--- src/rtl/preif_fetch_pc_unit_if.sv ---
// ---------------------------------------------------------------------------
// preif_fetch_pc_unit_if
//
// Purpose:
//   Bundles the redirect/BPU request inputs and the fetch-group outputs of
//   the pre-IF fetch-PC unit. Clock and reset stay plain module ports.
//
// Signals:
//   preif_wr          stage advance enable (0 = stall)
//   redir_valid       per-source redirect request, index 0 = highest priority
//   redir_target      per-source target, source i at [i*ADDR_W +: ADDR_W]
//   bpu_valid         predicted-taken for the current group
//   bpu_target        predicted target
//   preif_pc          current fetch PC
//   preif_valid_mask  valid words in the fetch group (bit k = word k)
//   preif_adel        current PC misaligned
//   req_valid         fetch request valid towards ITLB/Icache
//   redirect_pending  a latched redirect is waiting
//
// Modports:
//   master  the side that issues redirects and consumes the fetch group
//   slave   the fetch-PC unit itself
// ---------------------------------------------------------------------------
interface preif_fetch_pc_unit_if #(
    parameter int FETCH_WORDS = 2,
    parameter int NUM_REDIR   = 4,
    parameter int ADDR_W      = 32
);
    logic                          preif_wr;
    logic [NUM_REDIR-1:0]          redir_valid;
    logic [NUM_REDIR*ADDR_W-1:0]   redir_target;
    logic                          bpu_valid;
    logic [ADDR_W-1:0]             bpu_target;
    logic [ADDR_W-1:0]             preif_pc;
    logic [FETCH_WORDS-1:0]        preif_valid_mask;
    logic                          preif_adel;
    logic                          req_valid;
    logic                          redirect_pending;

    modport master (
        output preif_wr, redir_valid, redir_target, bpu_valid, bpu_target,
        input  preif_pc, preif_valid_mask, preif_adel, req_valid, redirect_pending
    );

    modport slave (
        input  preif_wr, redir_valid, redir_target, bpu_valid, bpu_target,
        output preif_pc, preif_valid_mask, preif_adel, req_valid, redirect_pending
    );
endinterface

--- src/rtl/preif_fetch_pc_unit.sv ---
// ---------------------------------------------------------------------------
// preif_fetch_pc_unit
//
// Purpose:
//   Holds the fetch PC and produces an aligned fetch group of FETCH_WORDS
//   instructions per cycle. Arbitrates NUM_REDIR prioritised redirect
//   sources plus a BPU target. Redirects arriving during a stall are held
//   in a single pending slot (highest priority wins) and applied on the
//   next advance, so a stall never drops a redirect.
//
// Ports:
//   clk     clock
//   resetn  asynchronous active-low reset
//   bus     preif_fetch_pc_unit_if.slave (requests in, fetch group out)
//
// Configuration macro:
//   PREIF_BPU_EN  when defined, bpu_valid/bpu_target take part in next-PC
//                 selection; when undefined they are ignored.
// ---------------------------------------------------------------------------
module preif_fetch_pc_unit #(
    parameter int              FETCH_WORDS = 2,
    parameter int              NUM_REDIR   = 4,
    parameter logic [31:0]     RESET_PC    = 32'hBFC0_0000,
    parameter int              ADDR_W      = 32
) (
    input  logic                   clk,
    input  logic                   resetn,
    preif_fetch_pc_unit_if.slave   bus
);

    localparam int IDX_W = (NUM_REDIR > 1) ? $clog2(NUM_REDIR) : 1;

    logic [ADDR_W-1:0]      pc;
    logic                   pend_valid;
    logic [IDX_W-1:0]       pend_idx;
    logic [ADDR_W-1:0]      pend_target;

    logic                   adel;
    logic [ADDR_W-1:0]      word_off;
    logic [ADDR_W-1:0]      seq_pc;
    logic [FETCH_WORDS-1:0] valid_mask;

    logic                   live_valid;
    logic [IDX_W-1:0]       live_idx;
    logic [ADDR_W-1:0]      live_target;
    logic                   live_beats_pend;
    logic                   live_captures;
    logic                   bpu_take;
    logic [ADDR_W-1:0]      next_pc;

    // Word offset within the group. Masking the shifted PC keeps this valid
    // for FETCH_WORDS=1, where there are no offset bits at all.
    assign adel     = (pc[1:0] != 2'b00);
    assign word_off = (pc >> 2) & ADDR_W'(FETCH_WORDS - 1);

    // A misaligned PC holds in place until a redirect replaces it.
    assign seq_pc   = adel ? pc : pc + ((ADDR_W'(FETCH_WORDS) - word_off) << 2);

    always_comb begin
        for (int k = 0; k < FETCH_WORDS; k++) begin
            valid_mask[k] = !adel && (ADDR_W'(k) >= word_off);
        end
    end

    // Scan from the lowest priority upwards so the lowest set index wins.
    always_comb begin
        live_valid  = 1'b0;
        live_idx    = '0;
        live_target = '0;
        for (int i = NUM_REDIR - 1; i >= 0; i--) begin
            if (bus.redir_valid[i]) begin
                live_valid  = 1'b1;
                live_idx    = IDX_W'(i);
                live_target = bus.redir_target[i*ADDR_W +: ADDR_W];
            end
        end
    end

    // On advance a tie goes to the live request (it is the newer one);
    // during a stall only a strictly higher-priority request replaces pending.
    assign live_beats_pend = live_valid && (!pend_valid || (live_idx <= pend_idx));
    assign live_captures   = live_valid && (!pend_valid || (live_idx <  pend_idx));

`ifdef PREIF_BPU_EN
    assign bpu_take = bus.bpu_valid;
`else
    logic unused_bpu;
    assign bpu_take   = 1'b0;
    assign unused_bpu = ^{bus.bpu_valid, bus.bpu_target};
`endif

    always_comb begin
        next_pc = seq_pc;
        if (live_beats_pend) begin
            next_pc = live_target;
        end else if (pend_valid) begin
            next_pc = pend_target;
        end else if (bpu_take) begin
            next_pc = bus.bpu_target;
        end
    end

    // PC and pending slot. BPU predictions are never latched during a stall.
    always_ff @(posedge clk or negedge resetn) begin
        if (!resetn) begin
            pc          <= RESET_PC[ADDR_W-1:0];
            pend_valid  <= 1'b0;
            pend_idx    <= '0;
            pend_target <= '0;
        end else if (bus.preif_wr) begin
            pc          <= next_pc;
            pend_valid  <= 1'b0;
        end else if (live_captures) begin
            pend_valid  <= 1'b1;
            pend_idx    <= live_idx;
            pend_target <= live_target;
        end
    end

    assign bus.preif_pc         = pc;
    assign bus.preif_valid_mask = valid_mask;
    assign bus.preif_adel       = adel;
    assign bus.req_valid        = !adel;
    assign bus.redirect_pending = pend_valid;

endmodule

--- src/flat_wrapper.sv ---
// flat-port wrapper written by rule: the top's interface ports become plain ports
module preif_fetch_pc_unit_flat 
#(
    parameter int              FETCH_WORDS = 2,
    parameter int              NUM_REDIR   = 4,
    parameter logic [31:0]     RESET_PC    = 32'hBFC0_0000,
    parameter int              ADDR_W      = 32
)
  (clk, resetn, bus_preif_wr, bus_redir_valid, bus_redir_target, bus_bpu_valid, bus_bpu_target, bus_preif_pc, bus_preif_valid_mask, bus_preif_adel, bus_req_valid, bus_redirect_pending);
  preif_fetch_pc_unit_if #(.FETCH_WORDS(FETCH_WORDS), .NUM_REDIR(NUM_REDIR), .ADDR_W(ADDR_W)) bus_i ();
  input  logic clk;
  input  logic resetn;
  input wire logic [$bits(bus_i.preif_wr)-1:0] bus_preif_wr;
  input wire logic [$bits(bus_i.redir_valid)-1:0] bus_redir_valid;
  input wire logic [$bits(bus_i.redir_target)-1:0] bus_redir_target;
  input wire logic [$bits(bus_i.bpu_valid)-1:0] bus_bpu_valid;
  input wire logic [$bits(bus_i.bpu_target)-1:0] bus_bpu_target;
  output wire logic [$bits(bus_i.preif_pc)-1:0] bus_preif_pc;
  output wire logic [$bits(bus_i.preif_valid_mask)-1:0] bus_preif_valid_mask;
  output wire logic [$bits(bus_i.preif_adel)-1:0] bus_preif_adel;
  output wire logic [$bits(bus_i.req_valid)-1:0] bus_req_valid;
  output wire logic [$bits(bus_i.redirect_pending)-1:0] bus_redirect_pending;
  assign bus_i.preif_wr = bus_preif_wr;
  assign bus_i.redir_valid = bus_redir_valid;
  assign bus_i.redir_target = bus_redir_target;
  assign bus_i.bpu_valid = bus_bpu_valid;
  assign bus_i.bpu_target = bus_bpu_target;
  assign bus_preif_pc = bus_i.preif_pc;
  assign bus_preif_valid_mask = bus_i.preif_valid_mask;
  assign bus_preif_adel = bus_i.preif_adel;
  assign bus_req_valid = bus_i.req_valid;
  assign bus_redirect_pending = bus_i.redirect_pending;
  preif_fetch_pc_unit #(.FETCH_WORDS(FETCH_WORDS), .NUM_REDIR(NUM_REDIR), .RESET_PC(RESET_PC), .ADDR_W(ADDR_W)) u_core (.clk(clk), .resetn(resetn), .bus(bus_i));
endmodule
--- config.mk ---
export PLATFORM = sky130hd
export DESIGN_NAME = preif_fetch_pc_unit_flat
export DESIGN_NICKNAME = d
export VERILOG_FILES = /design/src/rtl/preif_fetch_pc_unit_if.sv /design/src/rtl/preif_fetch_pc_unit.sv /design/src/flat_wrapper.sv
export SDC_FILE = /design/constraint.sdc
export NUM_CORES = 1
export LEC_CHECK = 0
export BUFFER_PORTS_ARGS = -buffer_cell sky130_fd_sc_hd__buf_4
export CELL_PAD_IN_SITES_DETAIL_PLACEMENT = 1
export CELL_PAD_IN_SITES_GLOBAL_PLACEMENT = 1
export CORE_MARGIN = 2
export CORE_UTILIZATION = 34
export DETAILED_ROUTE_END_ITERATION = 8
export GPL_TIMING_DRIVEN = 0
export PLACE_DENSITY = 0.79
export SYNTH_ARGS = -nofsm -noshare
export SYNTH_HDL_FRONTEND = slang
export SYNTH_SLANG_ARGS = --single-unit
--- constraint.sdc ---
create_clock -name clk -period 2.85 [get_ports clk]
set_clock_uncertainty 0.05 [all_clocks]
set_input_delay 0.1425 -clock clk [delete_from_list [all_inputs] [get_ports clk]]
set_output_delay 0.1425 -clock clk [all_outputs]
set_load 0.02 [all_outputs]
==> results of run 1 <==
-- registers in the layout, summed over array words and instances, names as in the netlist --
register	flops
u_core.pend_target	32
u_core.bus.redirect_pending	1
u_core.pend_idx	2
u_core.bus.preif_pc	32
-- area by class of cell --
| type | count | area (um^2) | area share |
|---|---|---|---|
| plain buffers | 46 | 194 | 0.0300 |
| clock inverters | 5 | 52.6 | 0.00813 |
| well taps | 176 | 220 | 0.0341 |
| clock buffers | 11 | 243 | 0.0376 |
| multi-input cells | 435 | 2720 | 0.421 |
| flip-flops and latches | 67 | 1690 | 0.261 |
| repair buffers | 171 | 1290 | 0.199 |
| inverters | 15 | 56.3 | 0.00871 |
-- power groups by stage --
stage / Sequential (mW) / Combinational (mW) / Clock (mW)
final: 1.44 / 1.42 / 1.12
after global routing: 1.46 / 1.54 / 1.17
after CTS: 1.43 / 1.42 / 1.13
after detailed placement: 1.44 / 1.40 / 0
after global placement: 1.43 / 1.35 / 0
after floorplan: 1.50 / 0.691 / 0
-- per-layer routing --
layer | part of all wire | wire length [um]
met5 | 0 | 0
met1 | 0.42 | 8090
met3 | 0.066 | 1270
met2 | 0.50 | 9580
met4 | 0.020 | 384
-- kinds of logic (layout without fill, tap and decap cells) --
logic type,Yosys count,in the layout,share of synthesized area
AND/OR/NAND/NOR,197,197,0.212
XOR/XNOR,19,19,0.0359
buffers and inverters,61,248,0.0508
flip-flops,67,67,0.364
AO/OA/AOI/OAI,192,192,0.274
adder cells (fa/ha/maj),4,4,0.0108
multiplexers,23,23,0.0524
-- worst max-delay path, cell delays in order (launching register included) --
cell      delay, ns
dfrtp_1        0.46
inv_1          0.13
ha_1           0.21
o211ai_1       0.27
nor3_1         0.64
nand4_1        0.32
xnor2_1        0.29
mux2i_1        0.13
o221ai_1       0.20
-- through the flow --
stage                     hold WS, ns  power [mW]  setup slack (ns)
final                          0.0857        3.98            0.0663
after global placement          0.261        2.78            -0.816
after global routing            0.107        4.18           -0.0976
after floorplan                -0.203        2.19            0.0403
after CTS                      0.0785        3.98            0.0545
after detailed placement        0.263        2.84            -0.981
-- synth_stat cells, types with 2 or more instances --
| library cell | instances | area share |
|---|---|---|
| buf_2 | 2 | 0.0022 |
| a221o_1 | 9 | 0.019 |
| a21oi_1 | 68 | 0.073 |
| a211oi_1 | 3 | 0.0049 |
| o21bai_1 | 2 | 0.0032 |
| o31ai_1 | 8 | 0.013 |
| mux2i_1 | 13 | 0.028 |
| ha_1 | 4 | 0.011 |
| a31o_2 | 2 | 0.0038 |
| xor2_1 | 8 | 0.015 |
| o21ai_0 | 31 | 0.033 |
| o221ai_1 | 3 | 0.0057 |
| a2bb2oi_1 | 3 | 0.0057 |
| and2_1 | 2 | 0.0027 |
| nor2_1 | 54 | 0.044 |
| o2bb2ai_1 | 2 | 0.0038 |
| mux2_2 | 10 | 0.024 |
| o21a_1 | 3 | 0.0049 |
| dfrtp_1 | 58 | 0.31 |
| a22oi_1 | 14 | 0.023 |
| dfstp_2 | 9 | 0.051 |
| o22a_1 | 2 | 0.0038 |
| nor4_1 | 4 | 0.0054 |
| nor2b_1 | 26 | 0.035 |
| inv_1 | 15 | 0.012 |
| buf_1 | 4 | 0.0032 |
| nand3_1 | 10 | 0.011 |
| xnor2_1 | 11 | 0.021 |
| a31oi_1 | 3 | 0.0041 |
| a21o_1 | 4 | 0.0065 |
| o211ai_1 | 4 | 0.0065 |
| clkbuf_1 | 39 | 0.032 |
| a221oi_1 | 23 | 0.043 |
| and3_1 | 10 | 0.013 |
| nor3_1 | 22 | 0.024 |
| nand4_1 | 6 | 0.0081 |
| nand2_1 | 53 | 0.043 |
-- repair_timing --
item | in CTS | in global routing
buffers inserted | 0 | 0
hold buffers | 2 | 0
endpoints found under the hold margin | 59 | 0
resized for setup | 7 | 10
setup endpoints to repair | 65 | 49
-- path summary, 6_finish.rpt --
path	from	end	slack [ns]	depth (start not counted)
max in group asynchronous	resetn	u_core.pend_target[4]$_DFFE_PN0P_	1.76	2
min in group asynchronous	resetn	u_core.pend_target[8]$_DFFE_PN0P_	0.42	2
max	u_core.bus.preif_pc[2]$_DFFE_PN0P_	u_core.bus.preif_pc[18]$_DFFE_PN0P_	0.07	8
min	bus_redir_target[29]	u_core.pend_target[29]$_DFFE_PN0P_	0.09	3
min reg2reg	u_core.pend_target[9]$_DFFE_PN0P_	u_core.pend_target[9]$_DFFE_PN0P_	0.46	1
max reg2reg	u_core.bus.preif_pc[2]$_DFFE_PN0P_	u_core.bus.preif_pc[18]$_DFFE_PN0P_	0.07	8
==> impl_metrics.yaml, run 1 <==
cts:
  cts_buffers: 9
  clockBufferDepth: 2
  path_clk_slew_ns: 0.06
  h-tree-depth: 3
  cts_tree: "built"
  clock_sinks: 67
  cts_root_buf: "clkbuf_16"
  clock_latency_ns: 0.34
synthesis:
  synth_nets: 735
  synth_edf_count: 0
  synth_warnings: 0
  ys_seq_elements: 67
  synthCells: 563
  ys_types: 56
  async_reset_ff_frac: 1.00
  yosysSeqAreaShare: 0.364
  avgSynthCellArea_um2: 8.23
  dominantRegCellSynth: "dfrtp_1"
  syn-cell-area_mm2: 0.00463
floorplan:
  die_y_um: 121
  ioPinCount: 205
  core_area_mm2: 0.0133
  initial_core_util: 0.349
  die_area_mm2: 0.0146
  std_cell_rows: 42
  die_x_um: 121
grt:
  met2_usage: 0.465
  grtUsageMet1: 0.328
  grt_max_degree: 68
  grt_pass1_vias: 5538
  busiest_layer: "met2"
  gr-total-overflow: 0
  grt_pass1_wl_um: 30100
  grt_use_met3: 0.0604
  grt_usage: 0.268
  antenna_found_initial: 0
critical_path:
  critical_path.max_fanout: 6
  arrival_ns: 2.98
  cp.required_ns: 3.05
  cp-start-kind: "flip-flop"
  path_class: "reg -> reg"
  worstSetupEndpointType: "flip-flop"
finish:
  final_area_mm2: 0.00646
  nets: 917
  fill_cells: 1603
  final_cell_mix: "170 x buf_4, 68 x a21oi_1, 58 x dfrtp_1"
  final_common_cell: "buf_4"
  drive_gt1_frac: 0.305
  syn_to_final_growth_pct: 39.4
  n_antenna_cell: 0
  utilization: 0.486
  instances_no_fill: 926
timing:
  worst_pin_slew_ns: 0.884
  max_freq_mhz: 359
  drv_slew: 0
  slew_headroom: 0.411
  post-route-min-period_ns: 2.78
  grt_setup_unrepaired: "true"
  setup_viol: 0
  min_period_over_period: 0.977
  finalSetupTns_ns: 0
  hold_viol: 0
placement:
  dp_hpwl_um: 15100
  portBuffers: 169
  placed_cells: 908
  gp_congestion: 0.856
  dpl_cell_area_mm2: 0.00612
run:
  cap_viol_max_count: 0
pwr:
  ir_drop_v: 0.000345
  p_int_mw: 2.51
  power_switching_mw: 1.47
  seq_power_share: 0.361
  switching_share: 0.369
  p_comb_frac: 0.358
  p_leak_nw: 2.86
  clkPwrFrac: 0.282
  p_per_area_mw_per_mm2: 616
run_status:
  status: "complete, no violations"
drt:
  ant_nets: 0
  num_vias: 5155
  wl_per_cell_um: 20.9
  wirelength_um: 19300
  drtIter0Drc: 316
  viasPerCell: 5.57
  drc: 0
  first_pass_iters: 5
worst_hold_path:
  min_path_type: "in -> reg"
Note: power is estimated with default switching activity, not from simulation.
==> inputs of run 2 (changes only) <==
--- a/config.mk
+++ b/config.mk
@@ -9,10 +9,10 @@
 export CELL_PAD_IN_SITES_DETAIL_PLACEMENT = 1
 export CELL_PAD_IN_SITES_GLOBAL_PLACEMENT = 1
 export CORE_MARGIN = 2
-export CORE_UTILIZATION = 34
+export CORE_UTILIZATION = 31
 export DETAILED_ROUTE_END_ITERATION = 8
 export GPL_TIMING_DRIVEN = 0
-export PLACE_DENSITY = 0.79
+export PLACE_DENSITY = 0.76
 export SYNTH_ARGS = -nofsm -noshare
 export SYNTH_HDL_FRONTEND = slang
 export SYNTH_SLANG_ARGS = --single-unit
==> constraint.sdc (replaced) <==
create_clock -name clk -period 2.55 [get_ports clk]
set_clock_uncertainty 0.05 [all_clocks]
set_input_delay 0.1275 -clock clk [delete_from_list [all_inputs] [get_ports clk]]
set_output_delay 0.1275 -clock clk [all_outputs]
set_load 0.02 [all_outputs]
==> impl_metrics.yaml, run 2 (synthesis results as in run 1) <==
critical_path:
  cp.required_ns: 2.78
  arrival_ns: 2.65
  worstSetupEndpointType: "flip-flop"
  critical_path.max_fanout: 6
  crit_chain: "ha_4 > a21oi_4 > nor4_4 > nand4_4 > or4_4 > a211oi_2 > a21o_1"
  path_class: "reg -> reg"
  slowest_stage: "or4_4"
  cp-start-kind: "flip-flop"
  slowest_delay_ns: 0.51
finish:
  final_cell_mix: "180 x buf_4, 68 x a21oi_1, 57 x dfrtp_1"
  final_common_cell: "buf_4"
  nets: 923
  syn_to_final_growth_pct: 42.2
  utilization: 0.452
  drive_gt1_frac: 0.327
  instances_no_fill: 940
  n_antenna_cell: 0
run:
  cap_viol_max_count: 0
timing:
  finalSetupTns_ns: 0
  slew_headroom: 0.404
  setup_viol: 0
  grt_setup_unrepaired: "false"
  hold_slack_ns: 0.0645
  min_period_over_period: 0.946
  post-route-min-period_ns: 2.41
  drv_slew: 0
  max_freq_mhz: 415
  hold_viol: 0
  worst_pin_slew_ns: 0.894
cts:
  h-tree-depth: 3
  cts_buffers: 9
  clockBufferDepth: 2
  clock_latency_ns: 0.34
  clock_sinks: 67
  cts_root_buf: "clkbuf_16"
  cts_tree: "built"
  path_clk_slew_ns: 0.06
placement:
  dp_hpwl_um: 15400
  gp_congestion: 0.870
  placed_cells: 916
  portBuffers: 169
drt:
  drc: 0
  first_pass_iters: 5
  viasPerCell: 5.58
  ant_nets: 0
  wl_per_cell_um: 21.1
  num_vias: 5242
  wirelength_um: 19800
  drtIter0Drc: 234
pwr:
  total_power_mw: 4.49
  p_per_area_mw_per_mm2: 681
  p_leak_nw: 2.91
  ir_drop_v: 0.000385
floorplan:
  die_x_um: 126
  die_y_um: 126
  std_cell_rows: 44
  die_area_mm2: 0.0159
  core_area_mm2: 0.0146
  ioPinCount: 205
  initial_core_util: 0.318
grt:
  grt_usage: 0.246
  grt_max_degree: 68
  grt_pass1_vias: 5515
  gr-total-overflow: 0
  antenna_found_initial: 0
  grt_pass1_wl_um: 30500
worst_hold_path:
  min_path_type: "in -> reg"
run_status:
  status: "complete, no violations"
-- run 2: cell count changes in the layout (fill, tap and decap cells not counted), sizes merged --
cell,change
buf,+9
clkinv,-2
bufinv,-1
clkbuf,+1
clkinvlp,-1
-- run 2: critical path, delay by kind of cell, from the launching register on --
| kind | cells | cell delay (ns) |
|---|---|---|
| AO/OA/AOI/OAI | 3 | 0.43 |
| adder cells (fa/ha/maj) | 1 | 0.31 |
| flip-flops | 1 | 0.44 |
| AND/OR/NAND/NOR | 3 | 1.12 |
-- run 2: cell type report --
| type | count | area [um^2] |
|---|---|---|
| inverters | 15 | 56.3 |
| clock buffers | 15 | 288 |
| repair buffers | 181 | 1360 |
| fillers | 1743 | 8000 |
| flip-flops and latches | 67 | 1690 |
| clock inverters | 1 | 5.00 |
| multi-input cells | 435 | 2770 |
| well taps | 184 | 230 |
| plain buffers | 42 | 189 |
-- run 2: path summary, 6_finish.rpt --
check | start | to | slack [ns] | cells past startpoint
max reg2reg | u_core.bus.preif_pc[3]$_DFFE_PN0P_ | u_core.bus.preif_pc[29]$_DFFE_PN1P_ | 0.14 | 7
min in group asynchronous | resetn | u_core.pend_target[22]$_DFFE_PN0P_ | 0.39 | 2
min reg2reg | u_core.pend_target[22]$_DFFE_PN0P_ | u_core.pend_target[22]$_DFFE_PN0P_ | 0.46 | 1
min | bus_redir_target[18] | u_core.pend_target[18]$_DFFE_PN0P_ | 0.06 | 3
max | u_core.bus.preif_pc[3]$_DFFE_PN0P_ | u_core.bus.preif_pc[29]$_DFFE_PN1P_ | 0.14 | 7
max in group asynchronous | resetn | u_core.bus.preif_pc[2]$_DFFE_PN0P_ | 1.40 | 2
-- run 2: power breakdown --
part           internal [mW]  switching (mW)
clock network          0.764           0.464
logic                  0.748           0.916
registers               1.33           0.269
total                   2.84            1.65
-- run 2: timing repair --
action / 4_1_cts / 5_1_grt
gates cloned: 0 / 0
endpoints found under the hold margin: 59 / 0
setup endpoints to repair: 66 / 51
resized for setup: 14 / 14
setup buffers: 1 / 9
pin swaps: 2 / 5
hold buffers: 2 / 0
-- run 2: metal layers --
layer	track usage	vias to the layer above	wire length (um)
met4	0.0724	0	261
met3	0.0361	22	1190
li1	-	2444	-
met1	0.309	2592	8400
met5	0	-	0
met2	0.437	184	9990
-- run 2: stage by stage --
stage          setup WS (ns)  cell area, um^2
5_1_grt              0.00564             6590
3_3_place_gp          -0.932             6140
2_1_floorplan         0.0351             4640
3_5_place_dp          -0.976             6140
4_1_cts               -0.128             6480
6_report               0.138             6590
==> inputs of run 3 (changes only) <==
--- a/config.mk
+++ b/config.mk
@@ -6,10 +6,8 @@
 export NUM_CORES = 1
 export LEC_CHECK = 0
 export BUFFER_PORTS_ARGS = -buffer_cell sky130_fd_sc_hd__buf_4
-export CELL_PAD_IN_SITES_DETAIL_PLACEMENT = 1
-export CELL_PAD_IN_SITES_GLOBAL_PLACEMENT = 1
 export CORE_MARGIN = 2
-export CORE_UTILIZATION = 31
+export CORE_UTILIZATION = 44
 export DETAILED_ROUTE_END_ITERATION = 8
 export GPL_TIMING_DRIVEN = 0
 export PLACE_DENSITY = 0.76
==> impl_metrics.yaml, run 3 (synthesis results as in run 1) <==
run_status:
  status: "complete, no violations"
grt:
  grtUsageMet1: 0.375
  busiest_layer: "met2"
  grt_use_met3: 0.0602
  grt_max_degree: 68
  grt_pass1_vias: 5145
  gr-total-overflow: 0
  grt_usage: 0.299
  met2_usage: 0.505
  grt_pass1_wl_um: 26400
  antenna_found_initial: 0
timing:
  post-route-min-period_ns: 2.42
  hold_viol: 0
  setup_viol: 0
  drv_slew: 0
  hold_slack_ns: 0.0508
  min_period_over_period: 0.949
  worst_pin_slew_ns: 0.860
  grt_setup_unrepaired: "false"
  finalSetupTns_ns: 0
  max_freq_mhz: 413
  slew_headroom: 0.426
  worst_slack_ns: 0.129
run:
  cap_viol_max_count: 0
critical_path:
  slowest_stage: "or4_4"
  cp.required_ns: 2.80
  cp-start-kind: "flip-flop"
  arrival_ns: 2.67
  worstSetupEndpointType: "flip-flop"
  crit_chain: "inv_1 > ha_4 > a21oi_4 > nor4_4 > nand4_4 > or4_4 > a211oi_2 > a21o_1"
  critical_path.max_fanout: 6
  critical_path.top_delay_family: "simple AND/OR/NAND/NOR gates"
  path_class: "reg -> reg"
  path_buf_inv: 1
  slowest_delay_ns: 0.51
pwr:
  p_per_area_mw_per_mm2: 639
  ir_drop_v: 0.000300
  total_power_mw: 4.11
  p_leak_nw: 2.87
floorplan:
  std_cell_rows: 37
  die_y_um: 107
  die_area_mm2: 0.0114
  die_x_um: 107
  initial_core_util: 0.451
  ioPinCount: 205
  core_area_mm2: 0.0103
finish:
  final_area_mm2: 0.00643
  utilization: 0.626
  final_cell_mix: "179 x buf_4, 68 x a21oi_1, 57 x dfrtp_1"
  fill_cells: 902
  seqCellArea_mm2: 0.00169
  nets: 924
  drive_gt1_frac: 0.320
  syn_to_final_growth_pct: 38.8
  final_common_cell: "buf_4"
  multi_input_area_mm2: 0.00277
  instances_no_fill: 893
  n_antenna_cell: 0
drt:
  wirelength_um: 17100
  first_pass_iters: 8
  wl_per_cell_um: 19.1
  drc: 0
  num_vias: 5200
  viasPerCell: 5.82
  ant_nets: 0
  drtIter0Drc: 383
cts:
  cts_root_buf: "clkbuf_8"
  clock_latency_ns: 0.36
  path_clk_slew_ns: 0.07
  h-tree-depth: 3
  cts_tree: "built"
  cts_buffers: 9
  clockBufferDepth: 2
  clock_sinks: 67
placement:
  gp_congestion: 0.960
  dpl_cell_area_mm2: 0.00608
  post-place-ws_ns: -0.735
  portBuffers: 169
  dp_hpwl_um: 13200
  placed_cells: 868
worst_hold_path:
  min_path_type: "in -> reg"
## run 3: cell count changes in the layout (fill, tap and decap cells not counted)
cell | before | now
clkbuf_16 | 9 | 0
clkbuf_8 | 4 | 11
clkbuf_1 | 26 | 30
a211oi_1 | 2 | 3
a211oi_2 | 2 | 1
buf_2 | 2 | 3
buf_4 | 180 | 179
bufinv_16 | 0 | 1
clkbuf_2 | 8 | 7
clkbuf_4 | 4 | 3
nor2_1 | 53 | 54
nor2_2 | 1 | 0
nor4_2 | 2 | 1
nor4_4 | 1 | 2
## run 3: path summary, 6_finish.rpt
path,startpoint,cells after the start,slack (ns),end
max,u_core.bus.preif_pc[2]$_DFFE_PN0P_,8,0.13,u_core.bus.preif_pc[29]$_DFFE_PN1P_
min,bus_redir_target[21],3,0.05,u_core.pend_target[21]$_DFFE_PN0P_
max reg2reg,u_core.bus.preif_pc[2]$_DFFE_PN0P_,8,0.13,u_core.bus.preif_pc[29]$_DFFE_PN1P_
min reg2reg,u_core.pend_target[23]$_DFFE_PN0P_,1,0.46,u_core.pend_target[23]$_DFFE_PN0P_
max in group asynchronous,resetn,2,1.47,u_core.bus.preif_pc[2]$_DFFE_PN0P_
min in group asynchronous,resetn,2,0.37,u_core.bus.preif_pc[12]$_DFFE_PN0P_
## run 3: repair_timing
item,in CTS,in global routing
hold endpoints to repair,59,0
hold buffers,2,0
setup endpoints to repair,65,64
resized for setup,10,16
buffers inserted,0,9
pin swaps,1,4
## run 3: final cells by class
class	count	area share
inverter	15	0.00875
buffer	44	0.0299
clock buffer	14	0.0253
clock inverter	2	0.00545
multi-input combinational	435	0.431
tap	136	0.0264
sequential	67	0.263
timing repair buffer	180	0.211
## run 3: worst reg2reg max path, stage by stage, from the launching register on
cell      delay [ns]
dfrtp_2         0.41
inv_1           0.10
ha_4            0.29
a21oi_4         0.09
nor4_4          0.39
nand4_4         0.20
or4_4           0.51
a211oi_2        0.22
a21o_1          0.11
## run 3: where the power goes
group | switching, mW | internal [mW] | total [mW]
Clock | 0.402 | 0.505 | 0.908
Combinational | 0.881 | 0.733 | 1.61
Sequential | 0.261 | 1.33 | 1.59
Total | 1.54 | 2.57 | 4.11
## run 3: metal layers
metal	vias to the layer above	part of all wire
met5	-	0
met4	0	0.021
met3	27	0.090
met2	296	0.49
met1	2436	0.39
li1	2441	-
